## src/rtl/solver_scheduler.sv

```systemverilog
// Round-robin scheduler for the shared crypto datapath (enc / dec / pwd).
// It issues one engine op at a time through a start/done handshake with a timeout.
//
// state | meaning
// IDLE  | no op in flight; arbitrate pending requests
// ISSUE | eng_start high for this cycle; timer cleared
// WAIT  | waiting for eng_done, timer counting toward TIMEOUT
// DONE  | result_valid strobe; release grant next cycle
module solver_scheduler #(
  parameter int PT_W    = 60,
  parameter int CT_W    = 78,
  parameter int TIMEOUT = 255
) (
  input  logic            Clk,
  input  logic            Rst_n,
  input  logic            req_enc,
  input  logic [PT_W-1:0] enc_data,
  input  logic            req_dec,
  input  logic [CT_W-1:0] dec_data,
  input  logic            req_pwd,
  output logic [2:0]      grant,
  output logic [1:0]      eng_sel,
  output logic            eng_start,
  output logic [PT_W-1:0] eng_pt,
  output logic [CT_W-1:0] eng_ct,
  input  logic            eng_done,
  input  logic [CT_W-1:0] eng_res_ct,
  input  logic [PT_W-1:0] eng_res_pt,
  output logic [CT_W-1:0] result_ct,
  output logic [PT_W-1:0] result_pt,
  output logic            result_valid,
  output logic [1:0]      result_tag,
  output logic            result_err,
  output logic            busy
);

  typedef enum logic [1:0] {S_IDLE, S_ISSUE, S_WAIT, S_DONE} state_t;

  localparam logic [1:0] SEL_ENC  = 2'b00;
  localparam logic [1:0] SEL_DEC  = 2'b01;
  localparam logic [1:0] SEL_PWD  = 2'b10;
  localparam logic [1:0] SEL_IDLE = 2'b11;
  localparam logic [7:0] TIMEOUT_L = 8'(TIMEOUT);

  state_t     state;
  logic [1:0] rr_last;
  logic [7:0] timer;
  logic [7:0] timer_inc;
  logic [2:0] req_v;
  logic       pick_valid;
  logic [1:0] pick;

  assign req_v     = {req_pwd, req_dec, req_enc};
  assign timer_inc = timer + 8'd1;

  // Search starts at the requester after the last one served.
  always_comb begin
    pick_valid = |req_v;
    pick       = SEL_ENC;
    case (rr_last)
      SEL_ENC: begin
        if (req_v[1])      pick = SEL_DEC;
        else if (req_v[2]) pick = SEL_PWD;
        else               pick = SEL_ENC;
      end
      SEL_DEC: begin
        if (req_v[2])      pick = SEL_PWD;
        else if (req_v[0]) pick = SEL_ENC;
        else               pick = SEL_DEC;
      end
      default: begin
        if (req_v[0])      pick = SEL_ENC;
        else if (req_v[1]) pick = SEL_DEC;
        else               pick = SEL_PWD;
      end
    endcase
  end

  always_ff @(posedge Clk or negedge Rst_n) begin
    if (!Rst_n) begin
      state        <= S_IDLE;
      rr_last      <= SEL_PWD;
      timer        <= 8'd0;
      grant        <= 3'b000;
      eng_sel      <= SEL_IDLE;
      eng_start    <= 1'b0;
      eng_pt       <= '0;
      eng_ct       <= '0;
      result_ct    <= '0;
      result_pt    <= '0;
      result_valid <= 1'b0;
      result_tag   <= 2'b00;
      result_err   <= 1'b0;
      busy         <= 1'b0;
    end else begin
      case (state)
        S_IDLE: begin
          if (pick_valid) begin
            grant     <= 3'b001 << pick;
            eng_sel   <= pick;
            rr_last   <= pick;
            eng_start <= 1'b1;
            busy      <= 1'b1;
            if (pick == SEL_ENC) eng_pt <= enc_data;
            if (pick == SEL_DEC) eng_ct <= dec_data;
            state     <= S_ISSUE;
          end
        end
        S_ISSUE: begin
          eng_start <= 1'b0;
          timer     <= 8'd0;
          state     <= S_WAIT;
        end
        S_WAIT: begin
          timer <= timer_inc;
          // A done arriving on the terminal cycle still counts as success.
          if (eng_done) begin
            if (eng_sel == SEL_ENC) result_ct <= eng_res_ct;
            else                    result_pt <= eng_res_pt;
            result_err   <= 1'b0;
            result_valid <= 1'b1;
            result_tag   <= eng_sel;
            state        <= S_DONE;
          end else if (timer_inc == TIMEOUT_L) begin
            result_err   <= 1'b1;
            result_valid <= 1'b1;
            result_tag   <= eng_sel;
            state        <= S_DONE;
          end
        end
        default: begin
          grant        <= 3'b000;
          eng_sel      <= SEL_IDLE;
          result_valid <= 1'b0;
          result_err   <= 1'b0;
          busy         <= 1'b0;
          state        <= S_IDLE;
        end
      endcase
    end
  end

endmodule

```

## config.mk

```make
export PLATFORM = sky130hd
export DESIGN_NAME = solver_scheduler
export DESIGN_NICKNAME = d
export VERILOG_FILES = /design/src/rtl/solver_scheduler.sv
export SDC_FILE = /design/constraint.sdc
export NUM_CORES = 1
export LEC_CHECK = 0
export BUFFER_PORTS_ARGS = -buffer_cell sky130_fd_sc_hd__clkbuf_2
export CAP_MARGIN = 0
export CELL_PAD_IN_SITES_DETAIL_PLACEMENT = 2
export CELL_PAD_IN_SITES_GLOBAL_PLACEMENT = 2
export CORE_AREA = 4 4 221 223
export CTS_CLUSTER_DIAMETER = 50
export DETAILED_ROUTE_END_ITERATION = 8
export DIE_AREA = 0 0 225 227
export GPL_ROUTABILITY_DRIVEN = 0
export PLACE_DENSITY_LB_ADDON = 0.1
export SLEW_MARGIN = 10
export SYNTH_ARGS = -nofsm -noshare
export SYNTH_HDL_FRONTEND = slang
export SYNTH_SLANG_ARGS = --single-unit
```

## constraint.sdc

```tcl
create_clock -name Clk -period 4.93 [get_ports Clk]
set_input_delay 0.986 -clock Clk [delete_from_list [all_inputs] [get_ports Clk]]
set_output_delay 0.986 -clock Clk [all_outputs]
set_load 0.1 [all_outputs]
```

==> metrics.yaml, run 1 <==
run_status: "finished, final reports clean"
cts_resized: 0
synth_common_cells: "296 x dfrtp_1, 217 x mux2_2, 59 x mux2_4"
grt_max_degree: 97
path_buf_inv: 1
critical-path-slowest-cell: "dfstp_2"
synth_top_cell_area_share_pct: 62.9
yosys_warnings: 0
cp_max_fo: 6
slew_headroom_pct: 26.8
arrival_ps: 1720
setup.worst_path.end_class: "primary output"
firstDrtPassIters: 4
syn-cell-area_um2: 11800
synth_top_family_by_area: "multiplexers"
min_period_ps: 2710
hold_viol: 0
grt.total_usage_pct: 16.0
drive_gt1_share_pct: 68.5
min_period_over_period_pct: 54.9
maxSlewViolCount: 0
synthXorXnorAreaFrac_pct: 0
synth_fa_ha_area_share_pct: 0.638
die_x_um: 225
wire_per_inst_um: 21.8
r2r_slack_ps: 2300
slowest_delay_ps: 630
tns_ps: 0
die_h_um: 227
synth_cells: 736
htree_num_levels: 2
cts_tree: "done"
hpwl_mm: 32.7
drc: 0
clk_path_buf_depth: 3
synth_nets: 1024
core_um2: 46600
rsz0062_at_grt: "false"
reg2reg_to: "result_ct[31]"
place_inst: 1886
start_util_pct: 25.3
grt_pass1_vias: 9458
startpoint_type: "register"
clock-sinks: 299
grt_overflow: 0
cts_setup_buffers: 0
syn_avg_cell_area_um2: 16.0
hold_buffers: 0
synthSimpleGateAreaFrac_pct: 2.80
pin_count: 569
ant_nets: 0
ff2ff_path_depth: 6
cts_inserted_buffers: 43
ys_ff_latch: 299
setup_violations: 0
async_flop_share_pct: 100
synthTopCellsByArea: "dfrtp_1 63%, mux2_2 21%, mux2_4 7.5%"
synth_top_flop_cell: "dfrtp_1"
reg2reg_from: "state[0]"
vias: 8385
clkTransAtPathRegs_ps: 50
num_rows: 79
yosysMostFrequentCell: "dfrtp_1"
yosysTopAreaCell: "dfrtp_1"
dieArea_um2: 51100
grt_pass1_wl_mm: 62.1
routed_wl_mm: 42.7
synth-compound-area-share_pct: 2.39
clkLatencyLatePin_ps: 550
yosys-mux-area-fraction_pct: 28.5
fin_nets: 1612
critical_path_class: "register to primary output"
io_buffers: 568
drt-vias-per-instance: 4.28
fin_util_pct: 35.9
fin_worst_skew_ps: 14.7
worstPathRequired_ps: 3940
cp_cell_sequence: "clkbuf_2"
cts_root_buffer: "clkbuf_16"
ys_seq_area_share_pct: 63.6
yosysUniqueCellTypes: 46
drv_cap: 0
max_freq_mhz: 370
antenna_found_initial: 4
synth-edff-count: 0
hold_class: "input pin to asynchronous set/reset pin"
final_cells: 1959
syn2layout_area_growth_pct: 41.8
drt_iter0_drc: 278
worstMarginPinSlew_ps: 1100
finalHoldWorstSlack_ps: 394
crit_family: "flip-flops"
==> how the worst max path moves through the flow <==
stage	startpoint	to	slack, ps	depth (start not counted)
after global routing	req_enc	eng_ct[37]	2100	5
final	eng_sel[0]	eng_sel[0]	2220	1
after detailed placement	req_enc	eng_ct[29]	1700	5
after floorplan	eng_done	result_ct[57]	2610	6
after CTS	eng_sel[0]	eng_sel[0]	2180	1
after global placement	req_enc	eng_ct[76]	1810	5
==> per-layer routing <==
layer | part of all wire, % | up-vias | wire length (µm) | global-route usage [%]
met4 | 1.4 | 6 | 586 | 3.60
met5 | 0.096 | - | 41 | 0
met2 | 49 | 335 | 21100 | 26.8
li1 | - | 3772 | - | -
met3 | 10 | 48 | 4310 | 7.40
met1 | 39 | 4224 | 16600 | 19.1
==> placed cells by master, fill, tap and decap left out, drive strengths merged, types with 2 or more instances in the layout <==
cell and instances:
nand3 9, or2 2, a211oi 3, nor2 13
nand2 19, o31ai 2, nor3 6, a21oi 7
a211o 2, bufinv 2, nand4 5, o21ai 13
clkbuf 632, mux2i 2, a22o 2, clkinv 4
ha 6, buf 8, a21o 2, nor2b 3
nand2b 3, a21boi 3, a31oi 2, dfrtp 296
dfstp 3, inv 12, and3 2, mux2 276
==> stage by stage <==
stage,setup slack (ps),cell area [µm²]
6_report,2220,16700
5_1_grt,2100,16700
4_1_cts,2180,16700
3_5_place_dp,1700,15300
3_3_place_gp,1810,15300
2_1_floorplan,2610,11800
==> cell type report <==
cell class              count  area [µm²]
repair buffers            575        2930
diodes                      1        2.50
multi-input cells         393        4050
inverters                  12        45.0
clock buffers              65        1330
well taps                 607         759
flip-flops and latches    299        7490
clock inverters             7        91.3
fillers                  4943       29900
==> state kept, by name, summed over array words and instances, names as in the netlist, 3 cells and up <==
register   flops
result_pt     60
timer          8
result_ct     78
grant          3
eng_pt        60
eng_ct        78
==> logic make-up after synthesis <==
group	Yosys count
flops	299
mux	278
simple gates	67
buf+inv	44
compound gates	42
fa+ha+maj	6
Power of run 1 is not shown: default switching activity piles up to over one toggle a cycle in this logic, so the estimate is an artifact.
==> run 2: changes to the inputs <==
- CORE_AREA: 4 4 221 223 -> 4 4 222 224
- DIE_AREA: 0 0 225 227 -> 0 0 226 228
- clock period: 4.93 -> 2.65 ns (I/O delays scaled with it)
==> metrics.yaml, run 2 (same netlist as run 1, synthesis figures left out) <==
worstPathRequired_ps: 2120  # -1820 ps
grt_overflow: 0  # unchanged
drt_iter0_drc: 239  # -14%
reg2reg_from: "state[0]"
dieArea_um2: 51500  # +0.89%
grt.total_usage_pct: 16.4  # +0.32 points
cts_setup_buffers: 0  # unchanged
rsz0062_at_grt: "false"
clkTransAtPathRegs_ps: 60  # about the same
firstDrtPassIters: 4  # unchanged
hpwl_mm: 33.5  # +2.4%
cts_tree: "done"
hold_buffers: 1  # +1
fin_util_pct: 36.3  # +0.48 points
clk_path_buf_depth: 3  # unchanged
core_um2: 47300  # +1.7%
reg2reg_to: "result_pt[7]"
io_buffers: 568  # unchanged
use_met1_pct: 18.8  # -0.32 points
slowest_delay_ps: 630  # about the same
path_buf_inv: 1  # unchanged
setup.worst_path.end_class: "primary output"
top_usage_layer: "met2"
hold_viol: 0  # unchanged
critical_path_class: "register to primary output"
cts_resized: 0  # unchanged
drive_gt1_share_pct: 69.2  # +0.61 points
layout_common_cells: "567 x clkbuf_2, 296 x dfrtp_1, 217 x mux2_2, 59 x mux2_4, 49 x clkbuf_16"
r2r_slack_ps: 660  # -1640 ps
grt_pass1_vias: 9782  # +3.4%
start_util_pct: 24.9  # -0.42 points
cp_max_fo: 6  # unchanged
clkLatencyLatePin_ps: 560  # about the same
nFillCells: 4935  # -0.16%
cts_root_buffer: "clkbuf_16"
vias: 8602  # +2.6%
worstMarginPinSlew_ps: 639  # -460 ps
antenna_found_initial: 8  # +4
grt_pass1_wl_mm: 64.4  # +3.7%
largest_registers: "eng_ct (78), result_ct (78)"
die_h_um: 228  # +0.44%
drc: 0  # unchanged
ff2ff_path_depth: 6  # unchanged
met3_usage_pct: 7.95  # +0.54 points
layout_commonest_cell: "clkbuf_2"
worst_slack_ps: 398  # -1830 ps
fin_nets: 1633  # +1.3%
min_period_ps: 2250
worstHoldStart: "eng_res_pt[9]"
arrival_ps: 1720  # about the same
fin_worst_skew_ps: 17.0  # +2.28 ps
max_freq_mhz: 444
cp_cell_sequence: "clkbuf_2"
die_x_um: 226  # +0.44%
min_period_over_period_pct: 85.0
syn2layout_area_growth_pct: 46.2
maxSlewViolCount: 0  # unchanged
cp.depth: 1  # unchanged
drt-vias-per-instance: 4.30  # +0.54%
setup_violations: 0  # unchanged
cts_inserted_buffers: 46  # +7.0%
clock-sinks: 299  # unchanged
pin_count: 569  # unchanged
run_status: "finished, final reports clean"
ant_nets: 0  # unchanged
tns_ps: 0  # unchanged
startpoint_type: "register"
drv_cap: 0  # unchanged
pre_cts_ws_ps: 467  # -1240 ps
crit_family: "flip-flops"
hold_path_end: "result_pt[9]"
routed_wl_mm: 43.1  # +1.0%
critical-path-slowest-cell: "dfstp_2"
hold_class: "input pin to register"
slew_headroom_pct: 57.6  # +31 points
grtUsageMet2_pct: 26.9  # +0.094 points
htree_num_levels: 2  # unchanged
worstHoldPathCells: 2
num_rows: 80  # +1.3%
grt_max_degree: 73  # -25%
wire_per_inst_um: 21.6  # -1.0%
run 2: cell count changes in the layout (fill, tap and decap cells not counted):
cell           change
inv_8              +1
buf_4              +7
clkinv_4           -1
buf_12            +10
clkinv_2           +1
clkbuf_8           -4
dlygate4sd3_1      +1
bufinv_16          +4
clkinvlp_4         +2
inv_6              +5
clkbuf_16          +4
diode_2            +2
run 2: how the worst max path moves through the flow:
stage	slack (ps)	from	end
CTS	320	eng_sel[0]	eng_sel[0]
global placement	490	req_enc	eng_ct[69]
finish	400	eng_sel[1]	eng_sel[1]
global route	320	eng_sel[0]	eng_sel[0]
floorplan	790	eng_done	result_ct[57]
detailed placement	470	req_enc	eng_ct[35]
run 2: cell type report:
| class | instances | area (µm²) | share of cell area, % |
|---|---|---|---|
| repair buffers | 593 | 3190 | 18.6 |
| diodes | 3 | 7.51 | 0.0436 |
| inverters | 12 | 45.0 | 0.262 |
| flip-flops and latches | 299 | 7490 | 43.5 |
| well taps | 615 | 769 | 4.47 |
| clock buffers | 65 | 1380 | 8.00 |
| multi-input cells | 393 | 4050 | 23.5 |
| clock inverters | 19 | 278 | 1.61 |
run 2: through the flow:
| stage | hold slack [ps] | area, µm² | std cells |
|---|---|---|---|
| after CTS | 143 | 17200 | 1996 |
| after global routing | 160 | 17200 | 1997 |
| after detailed placement | 475 | 15500 | 1911 |
| final | 196 | 17200 | 1999 |
| after floorplan | 234 | 11800 | 736 |
| after global placement | 466 | 15500 | 1911 |
run 2: routing by layer:
| metal | wire length, µm | up-vias |
|---|---|---|
| met3 | 4890 | 72 |
| met2 | 20600 | 366 |
| li1 | - | 3837 |
| met4 | 1110 | 10 |
| met1 | 16400 | 4317 |
| met5 | 57 | - |
Power of run 2 is left out for the same reason.
